### src/rtl/dram_port_arb.sv
// dram_port_arb: round-robin DRAM port arbiter (vector loader reads vs distance writeback)
// with burst cap, write-to-read turnaround and fixed-latency read valid; DRAM_ARB_STATS_EN adds beat/handover counters.
module dram_port_arb #(
    parameter int ADD_WIDTH  = 20,
    parameter int DATA_WIDTH = 32,
    parameter int MAX_BURST  = 16,
    parameter int RD_LAT     = 2
) (
    input  logic                  clk,
    input  logic                  rst,
    input  logic                  en,
    input  logic                  rd_req,
    input  logic [ADD_WIDTH-1:0]  rd_add,
    input  logic                  rd_last,
    output logic                  rd_gnt,
    output logic                  rd_vld,
    output logic [DATA_WIDTH-1:0] rd_data,
    input  logic                  wr_req,
    input  logic [ADD_WIDTH-1:0]  wr_add,
    input  logic [DATA_WIDTH-1:0] wr_data,
    input  logic                  wr_last,
    output logic                  wr_gnt,
    output logic                  dram_en,
    output logic                  dram_we,
    output logic [ADD_WIDTH-1:0]  dram_add,
    output logic [DATA_WIDTH-1:0] dram_wdata,
    input  logic [DATA_WIDTH-1:0] dram_rdata,
    output logic                  busy
`ifdef DRAM_ARB_STATS_EN
    ,
    output logic [31:0]           rd_beats,
    output logic [31:0]           wr_beats,
    output logic [15:0]           handover_cnt
`endif
);
    localparam int CW = $clog2(MAX_BURST);

    typedef enum logic [1:0] {IDLE, GNT_RD, GNT_WR, TURN} state_t;

    state_t            state, state_nx;
    logic [CW-1:0]     beat_cnt, beat_cnt_nx;
    logic              last_own_wr, last_own_wr_nx;
    logic              last_wr;
    logic [RD_LAT-1:0] vld_sr;
    logic              rd_acc, wr_acc, acc, cap, handover;
    logic              own_req, own_last, oth_req;

    assign rd_acc     = state == GNT_RD && rd_req;
    assign wr_acc     = state == GNT_WR && wr_req;
    assign acc        = rd_acc || wr_acc;
    assign cap        = beat_cnt == CW'(MAX_BURST - 1);
    assign own_req    = state == GNT_WR ? wr_req : rd_req;
    assign own_last   = state == GNT_WR ? wr_last : rd_last;
    assign oth_req    = state == GNT_WR ? rd_req : wr_req;
    assign rd_gnt     = state == GNT_RD;
    assign wr_gnt     = state == GNT_WR;
    assign dram_en    = acc;
    assign dram_we    = wr_acc;
    assign dram_add   = rd_acc ? rd_add : wr_acc ? wr_add : '0;
    assign dram_wdata = acc ? wr_data : '0;
    assign rd_vld     = vld_sr[RD_LAT-1];
    assign rd_data    = dram_rdata;
    assign busy       = state != IDLE || |vld_sr;

    always_comb begin
        state_nx       = state;
        beat_cnt_nx    = beat_cnt;
        last_own_wr_nx = last_own_wr;
        handover       = 1'b0;
        case (state)
            IDLE: begin
                // reads go first on a tie only when writes owned the port last
                if (en && (rd_req || wr_req))
                    state_nx = rd_req && (!wr_req || last_own_wr) ? (last_own_wr && last_wr ? TURN : GNT_RD) : GNT_WR;
            end
            GNT_RD, GNT_WR: begin
                if (!own_req || own_last) begin
                    state_nx       = IDLE;
                    beat_cnt_nx    = '0;
                    last_own_wr_nx = state == GNT_WR;
                end else if (cap && oth_req && en) begin
                    handover       = 1'b1;
                    state_nx       = state == GNT_WR ? TURN : GNT_WR;
                    beat_cnt_nx    = '0;
                    last_own_wr_nx = state == GNT_WR;
                end else begin
                    beat_cnt_nx = cap ? '0 : beat_cnt + CW'(1);
                end
            end
            default: state_nx = GNT_RD;
        endcase
    end

    always_ff @(posedge clk or negedge rst) begin
        if (!rst) begin
            state       <= IDLE;
            beat_cnt    <= '0;
            last_own_wr <= 1'b1;
            last_wr     <= 1'b0;
            vld_sr      <= '0;
        end else begin
            state       <= state_nx;
            beat_cnt    <= beat_cnt_nx;
            last_own_wr <= last_own_wr_nx;
            last_wr     <= acc ? wr_acc : last_wr;
            vld_sr      <= (vld_sr << 1) | RD_LAT'(rd_acc);
        end
    end

`ifdef DRAM_ARB_STATS_EN
    always_ff @(posedge clk or negedge rst) begin
        if (!rst) begin
            rd_beats     <= '0;
            wr_beats     <= '0;
            handover_cnt <= '0;
        end else begin
            rd_beats     <= rd_beats + 32'(rd_acc);
            wr_beats     <= wr_beats + 32'(wr_acc);
            handover_cnt <= handover_cnt + 16'(handover);
        end
    end
`endif
endmodule

### config.mk
export PLATFORM = sky130hd
export DESIGN_NAME = dram_port_arb
export DESIGN_NICKNAME = d
export VERILOG_FILES = /design/src/rtl/dram_port_arb.sv
export SDC_FILE = /design/constraint.sdc
export NUM_CORES = 1
export LEC_CHECK = 0
export ABC_CLOCK_PERIOD_IN_PS = 2000
export CAP_MARGIN = 20
export CORE_MARGIN = 2
export CORE_UTILIZATION = 23
export DETAILED_ROUTE_END_ITERATION = 8
export PLACE_DENSITY = 0.81
export SLEW_MARGIN = 0
export SYNTH_ARGS = -nofsm -noshare
export SYNTH_HDL_FRONTEND = slang
export SYNTH_SLANG_ARGS = --single-unit
### constraint.sdc
create_clock -name clk -period 2 [get_ports clk]
set_input_delay 0.4 -clock clk [delete_from_list [all_inputs] [get_ports clk]]
set_output_delay 0.4 -clock clk [all_outputs]
set_load 0.05 [all_outputs]
==> metrics <==
vias in the first global route=between 1500 and 2000; FILL cells=about 380; sequential power share=under 10%; pre-CTS setup slack=-0.197 ns; Root Buffer=clkbuf_8; # Max-Cap Violations=0; Die X=between 70 and 80 um; nets@finish=between 300 and 400; Critical Path Source Type=flip-flop; share of the synthesized area in the top cell type=18.9%; fraction of layout cells with a size suffix above 1=between 50% and 60%; crit path capture type=output pin; area leader, netlist=buf_4; Post-DP Area=approximately 0.0035 sq mm; FF/Latch Area=around 250 sq um; antenna violations before repair=0; # setup viols final=between 50 and 60; final worst path period need=around 2.1 ns; Leakage=~1.7 nW; Mean Syn Cell Area=between 8 and 9 sq um; via count=between 1500 and 2000; failing checks=negative setup slack; TritonCTS clock tree=done; Slew HR=a little under 70%; ys async rst share=between 90% and 100%; core footprint=around 0.0054 sq mm; Crit Path Max Fanout=6; sequential area share after synthesis=about 20%; Post-DP HPWL=roughly 4700 um; clk_lat worst skew=roughly 0.24 ns; DR WL/cell=16.2 um; Overflow after GRT=0; number of flops mapped to enable cells by yosys=0; first drt pass iteration count=4; flops & latches, synth=10; crit path cell chain=inv_2 -> ha_4 -> and2_4 -> nor2_4 -> buf_8 -> buf_12 -> nor2b_4 -> buf_12; top cells by area, synth=buf_4 19%, dfrtp_1 18%, nor2b_1 16%; vias per cell=between 4 and 5; Final Hold Fails=0; hold_buf cts=0; Sw Pwr=2.30 mW; Mapped Area=between 0.001 and 0.0015 sq mm; max-slew violation count=0; max incr delay on CP=approximately 0.43 ns; Slowest-stage cell, CP=dfrtp_2; WP data arrival=between 1.5 and 2 ns; DR DRC count=0; Die ar.=around 0.006 sq mm; cell mode on critical path=buf_12; worst-margin pin slew=0.473 ns; floorplan die height=a little under 80 um; setup ws final=-0.130 ns; largest net degree at the start of global routing=22; Max clock buf depth=2; internal power=approximately 2.6 mW; area of the multi-input gates=~0.0012 sq mm; H-tree levels=1; final worst-path cycle share=107%; clock sinks=10; first-pass GRT wire length=8740 um; Port Buffer Count=roughly 140; status=finished with violations; switching fraction of total power=between 40% and 50%; HP Class=reg2reg; RSZ-0062 raised after global routing=true; Rows=27; CP Class=reg2out; clk slew on worst S/H paths=0.05 ns; Logic pwr share=87.6%; GRT Overall Usage=around 18%; P per Cell Area=~1300 mW/mm^2; Critical Path RT=around 1.6 ns; post-synthesis cell count=between 150 and 200; Top FF cell, synth=dfrtp_1; Inserted Clock Buffers=3; synth warn=0; Design Area, Final=about 0.0038 sq mm; Unique masters post-synth=31; area overhead of the layout relative to synthesis=201%; GP Congestion=between 0.8 and 0.9; drt total wl=between 5000 and 6000 um; DRT iter0 DRCs=51; Initial Utilization=about a quarter; clock share of power=roughly 5.3%; syn_nets=roughly 270; io pins=201; Worst Skew=around 0.0020 ns; Inserted Diodes=0; Max VDD drop=around 0.70 mV; Antenna Violating Nets Remaining=0; Post-Route Utilization=a little over two thirds; maximum clock rate=469 MHz
path summary, 6_finish.rpt:
| path | from | slack, ns | cells past startpoint | end |
|---|---|---|---|---|
| max | state[1] | -0.13 | 8 | dram_wdata[20] |
| min | vld_sr[0] | 0.38 | 0 | vld_sr[1] |
| max reg2reg | state[0] | 0.06 | 7 | state[0] |
| min reg2reg | vld_sr[0] | 0.38 | 0 | vld_sr[1] |
| max in group asynchronous | rst | 1.17 | 1 | last_own_wr |
| min in group asynchronous | rst | 0.48 | 1 | state[1] |
logic make-up (layout without fill, tap and decap cells):
group                    after synthesis  count (layout)  synth area share [%]
AO/OA/AOI/OAI                         35              35                  21.7
flip-flops                            10              10                  19.8
buffers and inverters                 48             172                  23.9
adder cells (fa/ha/maj)                6               6                  5.91
multiplexers                           6               6                  5.81
AND/OR/NAND/NOR                       49              49                  22.9
placed cells by master (no fill, tap or decap), types with 2 or more instances in the layout:
cell type	count
clkbuf_8	4
o21ai_0	6
a21oi_1	2
inv_1	4
a22o_2	5
buf_6	2
clkdlybuf4s50_1	77
dfrtp_2	2
nor2_4	2
nand3_1	4
inv_2	2
ha_4	4
a22o_4	15
mux2_1	3
o31ai_1	2
buf_4	16
nor2b_4	32
buf_16	4
clkinvlp_4	2
buf_12	57
buf_8	3
dfrtp_1	7
ha_1	2
nand2_1	2
critical path: cells and delay by family (launching register included):
family	cells	cell delay [ns]
adder cells (fa/ha/maj)	1	0.16
AND/OR/NAND/NOR	3	0.36
buffers and inverters	4	0.53
flip-flops	1	0.43
through the flow:
stage                     hold WS [ns]  TNS [ns]  total power, mW  cells
after floorplan                  0.104     -1.47             2.71    154
after global placement           0.357     -6.88             4.14    335
after detailed placement         0.363     -7.59             4.19    335
after CTS                        0.383     -5.98             4.93    349
after global routing             0.394     -9.04             5.15    350
final                            0.382     -5.70             4.95    350
final cells by class:
| class | count | share of cell area (%) |
|---|---|---|
| Clock buffer | 4 | 1.44 |
| Inverter | 8 | 0.981 |
| Multi-Input combinational cell | 96 | 30.6 |
| Sequential cell | 10 | 6.64 |
| Tap cell | 72 | 2.35 |
| Timing Repair Buffer | 160 | 58.0 |
repair_timing:
item	in CTS	in global routing
endpoints found under the hold margin	0	0
gates cloned	4	0
gates resized for setup	25	5
endpoints found under the setup margin	54	56
setup buffers	6	1
pin swaps	2	1
layer usage:
metal	up-vias	routed length (um)	part of all wire (%)	track usage [%]
li1	749	-	-	-
met5	-	0	0	0
met1	758	1900	34	18.7
met4	0	70	1.2	4.56
met3	14	615	11	8.05
met2	97	3080	54	34.2
flip-flops by register name (all words and copies together), names as in the netlist:
signal	count
last_wr	1
beat_cnt	4
state	2
last_own_wr	1
vld_sr	2
synth_stat cells (2+ instances only):
library cell   n
buf_4         32
nor2b_1       32
a22o_1        20
dfrtp_1        9
inv_1          8
ha_1           6
o21ai_0        6
clkbuf_1       5
nand3_1        4
buf_2          3
mux2_1         3
nand2_1        3
a21oi_1        2
nor2_2         2
o31ai_1        2
or3_1          2
power groups by stage:
stage	registers (mW)	logic, mW	clock network (mW)
final	0.349	4.34	0.263
after floorplan	0.347	2.36	0
after global placement	0.342	3.79	0
after detailed placement	0.347	3.84	0
after CTS	0.347	4.32	0.267
after global routing	0.358	4.51	0.283
Note: power is estimated with default switching activity, not from simulation.
